[src/rtl/ball_pkg.sv]
// rtl/ball_pkg.sv - shared constants, default geometry table and FSM states for ball_frame_sync
package ball_pkg;

  localparam int NUM_BALLS     = 10;
  localparam int REGS_PER_BALL = 3;
  localparam int NUM_REGS      = NUM_BALLS * REGS_PER_BALL;

  localparam logic [4:0] ADDR_COMMIT = 5'h1E;
  localparam logic [4:0] ADDR_STATUS = 5'h1F;

  // Word order per ball: x, y, size
  localparam logic [15:0] DEFAULT_REGS [NUM_REGS] = '{
    16'd100, 16'd50,  16'd10,
    16'd200, 16'd100, 16'd12,
    16'd300, 16'd150, 16'd8,
    16'd400, 16'd200, 16'd14,
    16'd500, 16'd250, 16'd6,
    16'd600, 16'd300, 16'd16,
    16'd700, 16'd350, 16'd9,
    16'd800, 16'd400, 16'd11,
    16'd150, 16'd75,  16'd13,
    16'd250, 16'd125, 16'd7
  };

  typedef enum logic [1:0] {
    IDLE,
    ARMED,
    COPY,
    DONE
  } state_t;

  function automatic logic [15:0] default_word(input int i);
    return (i >= 0 && i < NUM_REGS) ? DEFAULT_REGS[i] : 16'd0;
  endfunction

endpackage

[src/rtl/ball_frame_sync_if.sv]
// rtl/ball_frame_sync_if.sv - Avalon-style register port between software and ball_frame_sync
interface ball_frame_sync_if #(
  parameter int DW = 16
);
  logic          chipselect;
  logic          write;
  logic          read;
  logic [4:0]    address;
  logic [DW-1:0] writedata;
  logic [DW-1:0] readdata;

  modport master (
    output chipselect, write, read, address, writedata,
    input  readdata
  );

  modport slave (
    input  chipselect, write, read, address, writedata,
    output readdata
  );
endinterface

[src/rtl/ball_reg_bank.sv]
// rtl/ball_reg_bank.sv - register array with one write port, one combinational read port and a flat view
module ball_reg_bank
  import ball_pkg::*;
#(
  parameter int  DW = 16,
  parameter int  N  = NUM_REGS,
  localparam int AW = $clog2(N)
) (
  input  logic            clk,
  input  logic            load_default,
  input  logic            we,
  input  logic [AW-1:0]   waddr,
  input  logic [DW-1:0]   wdata,
  input  logic [AW-1:0]   raddr,
  output logic [DW-1:0]   rdata,
  output logic [N*DW-1:0] flat
);

  logic [DW-1:0] regs [N];

  always_ff @(posedge clk) begin
    if (load_default) begin
      for (int i = 0; i < N; i++) begin
        regs[i] <= DW'(default_word(i));
      end
    end else if (we) begin
      regs[waddr] <= wdata;
    end
  end

  assign rdata = regs[raddr];

  always_comb begin
    flat = '0;
    for (int i = 0; i < N; i++) begin
      flat[i*DW +: DW] = regs[i];
    end
  end

endmodule

[src/rtl/ball_frame_sync.sv]
// rtl/ball_frame_sync.sv - double-buffered ball geometry registers, committed to the renderer at vblank start
module ball_frame_sync
  import ball_pkg::*;
#(
  parameter int DW      = 16,
  parameter int VACTIVE = 480
) (
  input  logic                   clk,
  input  logic                   reset,
  ball_frame_sync_if.slave       avalon,
  input  logic [10:0]            hcount,
  input  logic [9:0]             vcount,
  output logic [NUM_REGS*DW-1:0] ball_regs,
  output logic                   commit_done,
  output logic [15:0]            frame_count
);

  state_t                 state, state_next;
  logic [4:0]             idx, idx_next;
  logic                   commit_req, commit_req_next;
  logic                   wr, rd, pend_we, commit_wr, copy_we, vb_start, busy;
  logic [DW-1:0]          pend_rdata, copy_data, status;
  logic [DW-1:0]          unused_active_rdata;
  logic [NUM_REGS*DW-1:0] pend_flat;

  assign wr        = avalon.chipselect && avalon.write;
  assign rd        = avalon.chipselect && avalon.read;
  assign pend_we   = wr && (avalon.address < 5'(NUM_REGS));
  assign commit_wr = wr && (avalon.address == ADDR_COMMIT);
  assign vb_start  = (hcount == 11'd0) && (vcount == 10'(VACTIVE));
  assign busy      = (state != IDLE);
  assign copy_data = pend_flat[idx*DW +: DW];

  always_comb begin
    state_next      = state;
    idx_next        = idx;
    commit_req_next = commit_req;
    copy_we         = 1'b0;
    commit_done     = 1'b0;
    case (state)
      IDLE: begin
        if (commit_req) begin
          state_next      = ARMED;
          commit_req_next = 1'b0;
        end
      end
      ARMED: begin
        if (vb_start) begin
          state_next = COPY;
          idx_next   = '0;
        end
      end
      COPY: begin
        copy_we  = 1'b1;
        idx_next = idx + 5'd1;
        if (idx == 5'(NUM_REGS - 1)) state_next = DONE;
      end
      DONE: begin
        commit_done = 1'b1;
        state_next  = IDLE;
      end
      default: state_next = IDLE;
    endcase
    // An ARMED commit already covers the request; one arriving while arming is absorbed too
    if (commit_wr && (state == COPY || state == DONE || (state == IDLE && !commit_req)))
      commit_req_next = 1'b1;
  end

  always_ff @(posedge clk) begin
    if (reset) begin
      state       <= IDLE;
      idx         <= '0;
      commit_req  <= 1'b0;
      frame_count <= '0;
    end else begin
      state      <= state_next;
      idx        <= idx_next;
      commit_req <= commit_req_next;
      if (vb_start) frame_count <= frame_count + 16'd1;
    end
  end

  always_comb begin
    status       = '0;
    status[0]    = busy;
    status[1]    = commit_req;
    status[15:8] = frame_count[7:0];
  end

  always_ff @(posedge clk) begin
    if (reset) begin
      avalon.readdata <= '0;
    end else if (rd) begin
      if (avalon.address < 5'(NUM_REGS))      avalon.readdata <= pend_rdata;
      else if (avalon.address == ADDR_STATUS) avalon.readdata <= status;
      else                                    avalon.readdata <= '0;
    end
  end

  ball_reg_bank #(.DW(DW), .N(NUM_REGS)) pending (
    .clk          (clk),
    .load_default (reset),
    .we           (pend_we),
    .waddr        (avalon.address),
    .wdata        (avalon.writedata),
    .raddr        (avalon.address),
    .rdata        (pend_rdata),
    .flat         (pend_flat)
  );

  // Copy reads pending before this edge's software write, so a same-index write lands next commit
  ball_reg_bank #(.DW(DW), .N(NUM_REGS)) active (
    .clk          (clk),
    .load_default (reset),
    .we           (copy_we),
    .waddr        (idx),
    .wdata        (copy_data),
    .raddr        (idx),
    .rdata        (unused_active_rdata),
    .flat         (ball_regs)
  );

endmodule

[src/flat_wrapper.sv]
// flat-port wrapper written by rule: the top's interface ports become plain ports
module ball_frame_sync_flat import ball_pkg::*;
#(
  parameter int DW      = 16,
  parameter int VACTIVE = 480
)
  (clk, reset, hcount, vcount, ball_regs, commit_done, frame_count, avalon_chipselect, avalon_write, avalon_read, avalon_address, avalon_writedata, avalon_readdata);
  ball_frame_sync_if #(.DW(DW)) avalon_i ();
  input  logic clk;
  input  logic reset;
  input  logic [10:0] hcount;
  input  logic [9:0] vcount;
  output logic [NUM_REGS*DW-1:0] ball_regs;
  output logic commit_done;
  output logic [15:0] frame_count;
  input wire logic [$bits(avalon_i.chipselect)-1:0] avalon_chipselect;
  input wire logic [$bits(avalon_i.write)-1:0] avalon_write;
  input wire logic [$bits(avalon_i.read)-1:0] avalon_read;
  input wire logic [$bits(avalon_i.address)-1:0] avalon_address;
  input wire logic [$bits(avalon_i.writedata)-1:0] avalon_writedata;
  output wire logic [$bits(avalon_i.readdata)-1:0] avalon_readdata;
  assign avalon_i.chipselect = avalon_chipselect;
  assign avalon_i.write = avalon_write;
  assign avalon_i.read = avalon_read;
  assign avalon_i.address = avalon_address;
  assign avalon_i.writedata = avalon_writedata;
  assign avalon_readdata = avalon_i.readdata;
  ball_frame_sync #(.DW(DW), .VACTIVE(VACTIVE)) u_core (.clk(clk), .reset(reset), .avalon(avalon_i), .hcount(hcount), .vcount(vcount), .ball_regs(ball_regs), .commit_done(commit_done), .frame_count(frame_count));
endmodule
[config.mk]
export PLATFORM = sky130hd
export DESIGN_NAME = ball_frame_sync_flat
export DESIGN_NICKNAME = d
export VERILOG_FILES = /design/src/rtl/ball_pkg.sv /design/src/rtl/ball_frame_sync_if.sv /design/src/rtl/ball_reg_bank.sv /design/src/rtl/ball_frame_sync.sv /design/src/flat_wrapper.sv
export SDC_FILE = /design/constraint.sdc
export NUM_CORES = 2
export LEC_CHECK = 0
export ABC_CLOCK_PERIOD_IN_PS = 6700
export CAP_MARGIN = 10
export CORE_MARGIN = 3
export CORE_UTILIZATION = 55
export CTS_CLUSTER_DIAMETER = 200
export DETAILED_ROUTE_END_ITERATION = 12
export GPL_TIMING_DRIVEN = 0
export PLACE_DENSITY = 0.79
export SYNTH_ARGS = -nofsm -noshare
export SYNTH_HDL_FRONTEND = slang
export SYNTH_SLANG_ARGS = --single-unit
[constraint.sdc]
create_clock -name clk -period 6.7 [get_ports clk]
set_input_delay 0.67 -clock clk [delete_from_list [all_inputs] [get_ports clk]]
set_output_delay 0.67 -clock clk [all_outputs]
set_load 0.01 [all_outputs]
==> flow_summary.json <==
{
  "run_status": "complete, no violations",
  "yosys.area.top_type_share_pct": 64.7,
  "insertion_delay_ns": 0.72,
  "ys_warn_count": 0,
  "gp_congestion": 1.05,
  "finalHoldViolCount": 0,
  "p_leak_nw": 20.0,
  "fmax_mhz": 187,
  "min-delay-start": "u_core.avalon.readdata[7]",
  "use_met3_pct": 13.9,
  "drt_iter0_drc": 6488,
  "postCtsHoldBufs": 0,
  "arrival_ns": 5.57,
  "antenna_found_initial": 11,
  "slew_violations": 0,
  "cts_tree": "yes",
  "synth.most_common_cell": "edfxtp_1",
  "initial_utilization_pct": 55.8,
  "die-area_mm2": 0.0872,
  "ys.flop_type": "edfxtp_1",
  "cts_inserted_buffers": 105,
  "ir_drop_mv": 0.213,
  "clockBufferDepth": 3,
  "grt_max_degree": 17,
  "routed_via_density": 6.81,
  "crit_type": "reg -> reg",
  "slew_headroom_pct": 5.14,
  "rsz0062_at_grt": "no",
  "finalCritPeriodShare_pct": 80.0,
  "htreeDepth": 3,
  "startpoint_type": "register",
  "min-delay-path-class": "reg -> reg",
  "port-buffer-count": 556,
  "fin_skew_ns": 0.0475,
  "totalWireLength_mm": 199,
  "ys_seq_area_share_pct": 66.4,
  "tns_ns": 0,
  "use_met1_pct": 52.8,
  "dieWidth_um": 295,
  "ys_top_cells_by_count": "edfxtp_1 (992), nor2_1 (464), and2_1 (379), mux2i_1 (258), nand2_1 (191)",
  "period_needed_ns": 5.36,
  "vias": 35500,
  "avgSynthCellArea_um2": 13.9,
  "grt_pass1_wl_mm": 265,
  "nets": 4096,
  "worstReg2RegEnd": "u_core.active.regs[20][10]",
  "required_ns": 6.92,
  "drive_gt1_share_pct": 11.2,
  "grt_usage_pct": 44.8,
  "power_density_mw_per_mm2": 259,
  "core-area_mm2": 0.0825,
  "whs_ns": 0.489,
  "first_global_vias": 33600,
  "rows": 105,
  "synthTopCellsByArea": "edfxtp_1 (65%), mux2i_1 (5.6%), and2_1 (5.1%)",
  "synth_edf_count": 992,
  "holdPathStages": 1,
  "cp-end-kind": "register",
  "final_area_mm2": 0.0572,
  "syn_area_mm2": 0.0460,
  "grt-busiest-layer": "met2",
  "place_hpwl_mm": 145,
  "synth_cell_types": 60,
  "post_cts_buffers": 0,
  "dpl_cell_area_mm2": 0.0537,
  "min_to": "u_core.avalon.readdata[7]",
  "crit_path_max_fanout": 16,
  "die_h_um": 295,
  "ant_nets": 0,
  "rr_worst_depth": 10,
  "r2r_start": "u_core.idx[1]",
  "ys_ff_latch": 1032,
  "worst_slew_pin_slew_ns": 1.42,
  "syn-instance-count": 3313,
  "synth_area_leader_cell": "edfxtp_1",
  "cap_viol_max_count": 0,
  "pin_count": 560,
  "final-setup-viol-count": 0,
  "synth_async_sr_flop_share_pct": 0,
  "ctsResizeCount": 0,
  "cts.sinks": 1032,
  "path_clk_slew_ns": 0.07,
  "regToRegSetupSlack_ns": 1.34,
  "first_pass_iters": 9,
  "cts_root_buf": "clkbuf_16",
  "grtUsageMet2_pct": 67.7,
  "area_delta_synth_final_pct": 24.3,
  "drc": 0,
  "grt-ovfl-total": 0,
  "wire_per_inst_um": 38.1
}
## registers in the layout (all words and copies together), names as in the netlist
name                    count
u_core.pending.regs       512
u_core.active.regs        480
u_core.avalon.readdata     16
u_core.frame_count         16
u_core.idx                  5
u_core.state                2
u_core.commit_req           1
## critical path, cell delays in order (launching register included)
cell and delay [ns]:
dfxtp_1 0.43, clkbuf_1 0.52, buf_2 0.60, buf_2 0.59
inv_1 0.17, ha_1 0.24, and2_1 0.15, clkbuf_1 0.40
nand2_1 0.46, clkbuf_1 0.51, nand2_1 0.75
## cells in the final DEF, fill, tap and decap left out, types with 91 or more instances in the layout
cell,synthesis,layout
edfxtp_1,992,992
clkdlybuf4s50_1,0,556
nor2_1,464,462
and2_1,379,379
mux2i_1,258,258
clkbuf_1,185,216
nand2_1,191,191
o22ai_1,128,128
or3_1,109,109
clkbuf_16,0,107
mux4_2,91,91
## area by class of cell
cell class | count | area (um2)
Sequential cell | 1032 | 30600
Fill cell | 5657 | 25300
Multi-Input combinational cell | 1995 | 14200
Timing Repair Buffer | 589 | 6130
Clock buffer | 151 | 2970
Buffer | 309 | 1510
Tap cell | 1070 | 1340
Clock inverter | 48 | 498
Inverter | 8 | 30.0
Antenna cell | 7 | 17.5
## power breakdown
part / leakage [nW] / switching, mW / internal [mW]
clock: 1.67 / 2.65 / 3.30
combinational: 8.45 / 0.937 / 0.469
sequential: 9.84 / 0.133 / 7.32
total: 20.0 / 3.72 / 11.1
## per-layer routing
| metal | share of wire, % | wire length [um] |
|---|---|---|
| met2 | 44 | 87500 |
| met3 | 14 | 27800 |
| met4 | 11 | 21200 |
| met5 | 0.020 | 40 |
| met1 | 31 | 62000 |
## worst max path at each step
stage	from	to	slack, ns	depth (start not counted)
3_3_place_gp	avalon_address[2]	u_core.pending.regs[12][12]	0.47	7
3_5_place_dp	u_core.idx[1]	u_core.active.regs[20][0]	1.76	10
2_1_floorplan	avalon_address[4]	u_core.pending.regs[28][0]	3.38	6
6_report	u_core.idx[1]	u_core.active.regs[20][10]	1.34	10
4_1_cts	u_core.idx[1]	u_core.active.regs[20][12]	1.70	10
5_1_grt	u_core.idx[1]	u_core.active.regs[20][13]	1.40	10
## stage by stage
| stage | power (mW) | std cells | util, % | setup slack [ns] |
|---|---|---|---|---|
| finish | 14.8 | 5209 | 69.4 | 1.34 |
| global route | 15.0 | 5205 | 69.4 | 1.40 |
| CTS | 14.7 | 5199 | 69.3 | 1.70 |
| detailed placement | 8.92 | 5000 | 65.1 | 1.76 |
| global placement | 8.86 | 4970 | 64.3 | 0.470 |
| floorplan | 8.14 | 3344 | - | 3.38 |
## cell families after synthesis
kind of cell    Yosys count  synth area share [%]
other cells               1               0.00814
mux                     387                  11.7
fa+ha+maj                 9                 0.245
buf+inv                 317                  3.35
simple gates           1287                  14.2
flops                  1032                  66.4
compound gates          269                  3.89
xor+xnor                 11                 0.209
Note: power is estimated with default switching activity, not from simulation.
